--- src/rtl/jt5205_enc.sv ---
// OKI/MSM5205 ADPCM encoder: 12-bit signed PCM in, 4-bit nibble out.
// Quantiser, step table and predictor update match the decoder core bit for bit.
`timescale 1ns/1ps
module jt5205_enc (
  input  logic        clk,
  input  logic        rst_n,
  input  logic        cen,
  input  logic        clr,
  input  logic [11:0] pcm,
  input  logic        pcm_valid,
  output logic        pcm_ready,
  output logic [3:0]  dout,
  output logic        dout_valid,
  input  logic        dout_ready,
  output logic [11:0] pred
);

  typedef enum logic [2:0] {IDLE, SUB, Q2, Q1, Q0, UPD} state_t;

  state_t             state_reg, state_next;
  logic signed [11:0] pcm_reg, pcm_next;
  logic signed [11:0] pred_reg, pred_next;
  logic [5:0]         idx_reg, idx_next;
  logic               sign_reg, sign_next;
  logic [12:0]        mag_reg, mag_next;
  logic [2:0]         bits_reg, bits_next;
  logic [3:0]         dout_reg, dout_next;
  logic               dout_valid_reg, dout_valid_next;

  function automatic logic [10:0] step_lut(input logic [5:0] i);
    case (i)
      6'd0:  step_lut = 11'd16;   6'd1:  step_lut = 11'd17;   6'd2:  step_lut = 11'd19;
      6'd3:  step_lut = 11'd21;   6'd4:  step_lut = 11'd23;   6'd5:  step_lut = 11'd25;
      6'd6:  step_lut = 11'd28;   6'd7:  step_lut = 11'd31;   6'd8:  step_lut = 11'd34;
      6'd9:  step_lut = 11'd37;   6'd10: step_lut = 11'd41;   6'd11: step_lut = 11'd45;
      6'd12: step_lut = 11'd50;   6'd13: step_lut = 11'd55;   6'd14: step_lut = 11'd60;
      6'd15: step_lut = 11'd66;   6'd16: step_lut = 11'd73;   6'd17: step_lut = 11'd80;
      6'd18: step_lut = 11'd88;   6'd19: step_lut = 11'd97;   6'd20: step_lut = 11'd107;
      6'd21: step_lut = 11'd118;  6'd22: step_lut = 11'd130;  6'd23: step_lut = 11'd143;
      6'd24: step_lut = 11'd157;  6'd25: step_lut = 11'd173;  6'd26: step_lut = 11'd190;
      6'd27: step_lut = 11'd209;  6'd28: step_lut = 11'd230;  6'd29: step_lut = 11'd253;
      6'd30: step_lut = 11'd279;  6'd31: step_lut = 11'd307;  6'd32: step_lut = 11'd337;
      6'd33: step_lut = 11'd371;  6'd34: step_lut = 11'd408;  6'd35: step_lut = 11'd449;
      6'd36: step_lut = 11'd494;  6'd37: step_lut = 11'd544;  6'd38: step_lut = 11'd598;
      6'd39: step_lut = 11'd658;  6'd40: step_lut = 11'd724;  6'd41: step_lut = 11'd796;
      6'd42: step_lut = 11'd876;  6'd43: step_lut = 11'd963;  6'd44: step_lut = 11'd1060;
      6'd45: step_lut = 11'd1166; 6'd46: step_lut = 11'd1282; 6'd47: step_lut = 11'd1411;
      default: step_lut = 11'd1552;
    endcase
  endfunction

  logic [12:0]        step_w;
  logic signed [12:0] d;
  logic [12:0]        mag_abs;
  logic [12:0]        diff;
  logic signed [13:0] pred_ext, diff_ext, pred_sum;
  logic signed [7:0]  adj, idx_sum;

  assign step_w  = {2'b00, step_lut(idx_reg)};
  // 13-bit difference cannot wrap for any 12-bit pcm/predictor pair
  assign d       = {pcm_reg[11], pcm_reg} - {pred_reg[11], pred_reg};
  assign mag_abs = d[12] ? 13'(-d) : 13'(d);
  assign diff    = (step_w >> 3)
                 + (bits_reg[0] ? (step_w >> 2) : 13'd0)
                 + (bits_reg[1] ? (step_w >> 1) : 13'd0)
                 + (bits_reg[2] ? step_w        : 13'd0);
  assign pred_ext = {{2{pred_reg[11]}}, pred_reg};
  assign diff_ext = {1'b0, diff};
  assign pred_sum = sign_reg ? (pred_ext - diff_ext) : (pred_ext + diff_ext);

  always_comb begin
    case (bits_reg)
      3'd4:    adj = 8'sd2;
      3'd5:    adj = 8'sd4;
      3'd6:    adj = 8'sd6;
      3'd7:    adj = 8'sd8;
      default: adj = -8'sd1;
    endcase
  end

  assign idx_sum   = $signed({2'b00, idx_reg}) + adj;
  assign pcm_ready = (state_reg == IDLE) && !dout_valid_reg;

  always_comb begin
    state_next      = state_reg;
    pcm_next        = pcm_reg;
    pred_next       = pred_reg;
    idx_next        = idx_reg;
    sign_next       = sign_reg;
    mag_next        = mag_reg;
    bits_next       = bits_reg;
    dout_next       = dout_reg;
    dout_valid_next = dout_valid_reg;
    case (state_reg)
      IDLE: begin
        if (dout_valid_reg && dout_ready) dout_valid_next = 1'b0;
        if (pcm_valid && pcm_ready) begin
          pcm_next   = pcm;
          state_next = SUB;
        end
      end
      SUB: begin
        sign_next  = d[12];
        mag_next   = mag_abs;
        bits_next  = 3'b000;
        state_next = Q2;
      end
      Q2: begin
        if (mag_reg >= step_w) begin
          bits_next[2] = 1'b1;
          mag_next     = mag_reg - step_w;
        end
        state_next = Q1;
      end
      Q1: begin
        if (mag_reg >= (step_w >> 1)) begin
          bits_next[1] = 1'b1;
          mag_next     = mag_reg - (step_w >> 1);
        end
        state_next = Q0;
      end
      Q0: begin
        if (mag_reg >= (step_w >> 2)) bits_next[0] = 1'b1;
        state_next = UPD;
      end
      UPD: begin
        if (pred_sum > 14'sd2047)        pred_next = 12'sd2047;
        else if (pred_sum < -14'sd2048)  pred_next = -12'sd2048;
        else                             pred_next = pred_sum[11:0];
        if (idx_sum < 8'sd0)             idx_next = 6'd0;
        else if (idx_sum > 8'sd48)       idx_next = 6'd48;
        else                             idx_next = idx_sum[5:0];
        dout_next       = {sign_reg, bits_reg};
        dout_valid_next = 1'b1;
        state_next      = IDLE;
      end
      default: state_next = IDLE;
    endcase
  end

  // clr overrides cen so a restart is never lost behind a stalled enable
  always_ff @(posedge clk or negedge rst_n) begin
    if (!rst_n) begin
      state_reg      <= IDLE;
      pcm_reg        <= '0;
      pred_reg       <= '0;
      idx_reg        <= '0;
      sign_reg       <= 1'b0;
      mag_reg        <= '0;
      bits_reg       <= '0;
      dout_reg       <= '0;
      dout_valid_reg <= 1'b0;
    end else if (clr) begin
      state_reg      <= IDLE;
      pcm_reg        <= '0;
      pred_reg       <= '0;
      idx_reg        <= '0;
      sign_reg       <= 1'b0;
      mag_reg        <= '0;
      bits_reg       <= '0;
      dout_reg       <= '0;
      dout_valid_reg <= 1'b0;
    end else if (cen) begin
      state_reg      <= state_next;
      pcm_reg        <= pcm_next;
      pred_reg       <= pred_next;
      idx_reg        <= idx_next;
      sign_reg       <= sign_next;
      mag_reg        <= mag_next;
      bits_reg       <= bits_next;
      dout_reg       <= dout_next;
      dout_valid_reg <= dout_valid_next;
    end
  end

  assign dout       = dout_reg;
  assign dout_valid = dout_valid_reg;
  assign pred       = pred_reg;

endmodule

--- config.mk ---
export PLATFORM = sky130hd
export DESIGN_NAME = jt5205_enc
export DESIGN_NICKNAME = d
export VERILOG_FILES = /design/src/rtl/jt5205_enc.sv
export SDC_FILE = /design/constraint.sdc
export NUM_CORES = 1
export LEC_CHECK = 0
export CELL_PAD_IN_SITES_DETAIL_PLACEMENT = 1
export CELL_PAD_IN_SITES_GLOBAL_PLACEMENT = 2
export CORE_MARGIN = 2
export CORE_UTILIZATION = 36
export DETAILED_ROUTE_END_ITERATION = 7
export DONT_BUFFER_PORTS = 1
export MAX_ROUTING_LAYER = met4
export PLACE_DENSITY_LB_ADDON = 0.1
export SLEW_MARGIN = 20
export SYNTH_ARGS = -nofsm -noshare
export SYNTH_HDL_FRONTEND = slang
export SYNTH_SLANG_ARGS = --single-unit
export TNS_END_PERCENT = 10
--- constraint.sdc ---
create_clock -name clk -period 6.9 [get_ports clk]
set_clock_uncertainty 0.15 [all_clocks]
set_input_delay 0.345 -clock clk [delete_from_list [all_inputs] [get_ports clk]]
set_output_delay 0.345 -clock clk [all_outputs]
set_load 0.05 [all_outputs]
Yosys cells after proc, flatten, opt, wreduce, memory -nomap -nowiden
Memory sizes are Yosys's and may differ from the RTL's.
Cells that the tools add are included.
Storage, ports and cells
  flip-flop bits (word level): 55
  memory bits (read-only): 704
  memories kept: 1
Operators by class
  add/subtract/negate cells: 10
  magnitude comparators: 7
  equality and inequality tests: 14
  mux-type cells: 47
  reductions and logical operators: 24
Memory list
  (no name shown): words 64, width 11, read ports 1, clocked after Yosys merged registers in 0, wr ports 0, line 31  | case (i)
Operators by type and width (count)
  $mux 12: 9
  $mux 13: 5
  $pmux 13 s3: 1
  $pmux 8 s4: 1
  $mux 6: 5
  $eq 3x3->1 const B: 6
  $mux 3: 5
  $pmux 3 s5: 1
  $reduce_and 3->1: 5
  $add 12x13->14: 1
  $gt 14x12->1 const B: 1
  $lt 14x12->1 const B: 1
  $mux 14: 1
  $sub 12x13->14: 1
  $ge 13x10->1: 1
  $ge 13x11->1: 1
  $ge 13x9->1: 1
  $neg 13->13: 1
  $sub 12x12->13: 1
  $sub 13x10->13: 1
  $sub 13x11->13: 1
  $add 11x11->12: 1
  $mux 4: 3
  $reduce_bool 3->1: 4
  21 further kinds: 44

Longest topological paths before layout
An unclocked memory read counts as a cell.
  word-level depth: 13
  gate-level depth with buffers: 33

Worst setup path before layout
No wires, ideal clock.
  path kind: register -> register
  start point: register idx_reg[1]
  end point: register pred_reg[10], in the netlist pred[10]
  data arrival time: 6.893 ns
  setup slack: -0.269 ns
  cell stages (with the launch flop): 30
  path through: dfrtp_1 clkbuf_1 inv_1 ha_1 mux2i_1 mux4_2 o22a_1 nor2b_1 fa_1 inv_1 fa_1 inv_1 ha_1 fa_1 a211oi_2 nor2_1 xor2_1 nor3_1 a31o_2 xor2_1 ha_1 o21a_1 o211ai_1 o21a_1 a31oi_2 a31oi_1 xnor2_1 xnor2_4 a21oi_4 a221o_1
Between the ends
  cells in the longest elaborated chain, start to end: 13
Ends and longest elaborated chain
  start: declaration: line 23  | logic [5:0] idx_reg, idx_next;
  start signal: assignment: line 167  | idx_reg <= idx_next;
  $mem_v2 64x11 *
  $mux 9: line 64  | + (bits_reg[0] ? (step_w >> 2) : 13'd0)
  $add 8x9->10: line 64
  $add 10x10->11: line 65  | + (bits_reg[1] ? (step_w >> 1) : 13'd0)
  $add 11x11->12 *: line 66  | + (bits_reg[2] ? step_w : 13'd0);
  $add 12x13->14 or $sub 12x13->14 (tied branches): line 69  | assign pred_sum = sign_reg ? (pred_ext - diff_ext) : (pred_ext + diff_ext);
  $mux 14 *: line 69
  $lt 14x12->1: line 128  | else if (pred_sum < -14'sd2048) pred_next = -12'sd2048;
  $mux 12: line 128
  $mux 12 *: line 127  | if (pred_sum > 14'sd2047) pred_next = 12'sd2047;
  $mux 12 *: line 94  | case (state_reg)
  $mux 12 *: line 163  | end else if (cen) begin
  $mux 12 *: line 153  | end else if (clr) begin
  end signal: assignment: line 166  | pred_reg <= pred_next;
  end: declaration: line 22  | logic signed [11:0] pred_reg, pred_next;
Mark *: on every way between the ends. The rest lies on a longest branch, timed or not. The select of a mux whose other input is x is not followed.
A chain may end at the register's enable or synchronous reset.

Worst setup path after layout
  start point: register idx_reg[1]
  end point: register pred_reg[5], in the netlist pred[5]
The elaborated chain is that of the path after synthesis.

==> qor.txt <==
Worst Hold Class - input pin to flop
Period minus WS final - 6970 ps
All-Layer GR Usage - 0.2534
switching pwr - 571.5 uW
max incr delay on CP - 540 ps
Seq pwr share - 0.284
Gate Count Post-Synth - 959
post-synthesis sequential area ratio - 0.1784
Core Region - 21,020 um^2
Clock power frac - 0.222
ys async rst share - 1.000
# rows - 53
# DRC - 0
Synthesis Warnings - 0
DR vias/cell - 5.757
Slew headroom - 0.2637
Least-Margin Pin Slew - 1100 ps
total power - 1333 uW
final instance count without filler cells - 1,282
R2R setup slack - -70 ps
CTS clock-pin slew for the worst setup and hold paths - 80 ps
PortBufs - 0
proportion of layout cells with a drive suffix above 1 - 0.1549
CP startpoint kind - flop
Final setup viols - 9
P&R area growth vs syn - 16.99%
Net count, final - 1,133
Required @ worst endpoint - 6950 ps
GR Overflow Total - 0
Final Hold Slack - 32.75 ps
maximum number of pins on one net before global-route repair - 56
setup TNS - -401.2 ps
unrepaired setup endpoints after global routing - yes
Logic pwr share - 0.494
Pwr Density - 147.6 nW/um^2
initial antenna violation count - 1
TritonCTS Buffers - 5
syn avg cell area - 8.046 um^2
Die X - 150.4 um
routed vias - 7,380
CTS tree - yes
Mapped Area - 7716 um^2
slowest CP cell - fa_1
ANT cells - 0
vias in the first global route - 7,960
Critical Path AT - 7020 ps
Crit Path Max Fanout - 8
max cap viols - 0
dpl cells - 1,260
VDD IR max - 0.1050 mV
Clock Tree Buf Depth - 2
syn_nets - 1,086
Starting Density - 0.3671
Final ANT Viol Nets - 0
critical path class - flop to flop
H-tree lvl count - 2
Switching Fraction - 0.4289
clk sinks - 55
final core occ - 0.4294
Root Driver - clkbuf_16
max FFs per register - 13
Post-DP HPWL - 21,200 um
gpl congestion - 0.8608
Die Span Y - 150.4 um
fin. max-slew vios - 0
I/O Pins - 36
failing checks - negative setup slack
Tcrit/Tclk final - 1.010
first-pass GRT wire length - 43,500 um
DR iter-0 viols - 256
Yosys top cell area share - 0.1784
Post-synth top cells - nor2_1 (95), ha_1 (87), nand2_1 (85), inv_1 (76), a21oi_1 (71)
number of synthesized flops with an enable pin - 0
fmax - 0.1435 GHz
leakage - 0.004023 uW
Skew-Pair Late Insertion Delay - 320 ps
final hold viol count - 0
synth top area cells - dfrtp_1 (18%), ha_1 (14%), fa_1 (5.7%)
Pre-antenna DRT Iters - 4
drt total wl - 26,990 um
library cells used by synthesis - 81
die area - 22,620 um^2
top-count cell post-synth - nor2_1
Avg WL per Cell - 21.05 um
Crit. End Element - flop
fin worst setup slack - -69.89 ps
status - complete, but fails checks
Primary FF master, synth - dfrtp_1
post-synth top area cell - dfrtp_1
P_int - 761.0 uW
Synth Register Bits - 55
-- final timing paths --
kind / start / to / cells past startpoint
setup / recovery: idx_reg[1]$_DFFE_PN0P_ / pred[5]$_DFFE_PN0P_ / 29
hold / removal: pcm[9] / pcm_reg[9]$_DFFE_PN0P_ / 2
setup reg to reg: idx_reg[1]$_DFFE_PN0P_ / pred[5]$_DFFE_PN0P_ / 29
hold reg to reg: mag_reg[0]$_DFFE_PN0P_ / mag_reg[0]$_DFFE_PN0P_ / 2
max in group asynchronous: rst_n / idx_reg[0]$_DFFE_PN0P_ / 2
min in group asynchronous: rst_n / pcm_reg[10]$_DFFE_PN0P_ / 2
-- power groups by stage --
| stage | Sequential (uW) | Clock, uW | Combinational [uW] |
|---|---|---|---|
| finish | 379 | 296 | 658 |
| global route | 384 | 313 | 728 |
| CTS | 379 | 307 | 653 |
| detailed placement | 385 | 0 | 631 |
| global placement | 384 | 0 | 617 |
| floorplan | 370 | 0 | 487 |
-- layer usage --
metal / global-route usage / vias up / share of wire
li1: - / 3539 / -
met3: 0.03545 / 36 / 0.040
met2: 0.4255 / 113 / 0.49
met1: 0.3219 / 3692 / 0.45
met4: 0.06321 / 0 / 0.021
met5: - / - / 0
-- critical path: cells and delay by family (launching register included) --
kind / cells / cell delay [ps]
compound gates: 11 / 2320
fa+ha+maj: 6 / 2180
xor+xnor: 4 / 810
simple gates: 4 / 480
buf+inv: 4 / 460
flops: 1 / 440
-- cell type report --
class / instances / area (um^2)
clock buffers: 6 / 138.9
clock inverters: 2 / 18.77
fillers: 2506 / 11990
inverters: 78 / 300.3
multi-input cells: 793 / 6228
flip-flops and latches: 55 / 1380
well taps: 275 / 344.1
repair buffers: 73 / 616.8
-- placed cells by master (no fill, tap or decap), drive strengths merged, types with 6 or more instances in the layout --
cell,n
nor2,95
ha,87
nand2,85
inv,77
a21oi,73
buf,71
dfrtp,55
o21ai,52
xnor2,42
xor2,24
mux2i,22
fa,22
a21o,21
nor2b,20
nor3,18
a211oi,17
nand2b,16
and2,14
a31oi,14
a22o,12
nand3,10
o21a,10
o31ai,10
a221o,9
nor4,9
o211ai,8
o21bai,7
o22ai,7
o311a,6
or3,6
clkbuf,6
-- logic make-up (layout without fill, tap and decap cells) --
| logic type | after synthesis | after routing | synth area share |
|---|---|---|---|
| AO/OA/AOI/OAI | 291 | 292 | 0.2672 |
| XOR/XNOR | 66 | 66 | 0.07735 |
| adder cells (fa/ha/maj) | 109 | 109 | 0.1982 |
| buffers and inverters | 112 | 159 | 0.05465 |
| flip-flops | 55 | 55 | 0.1784 |
| multiplexers | 26 | 26 | 0.03584 |
| AND/OR/NAND/NOR | 300 | 300 | 0.1884 |
-- per-stage QoR --
stage | setup WS, ps | area (um^2)
4_1_cts | -77.63 | 8743
6_report | -69.89 | 9027
5_1_grt | -315.9 | 9027
3_3_place_gp | -185.9 | 8436
2_1_floorplan | 1.481 | 7762
3_5_place_dp | -315.1 | 8436
-- repair_timing --
action / CTS / global route
gates resized for setup: 19 / 47
setup endpoints to repair: 12 / 12
hold buffers: 4 / 0
endpoints found under the hold margin: 82 / 0
gates cloned: 0 / 1
pin swaps: 9 / 42
buffers inserted: 0 / 10
Power figures use the tool's default switching activity.
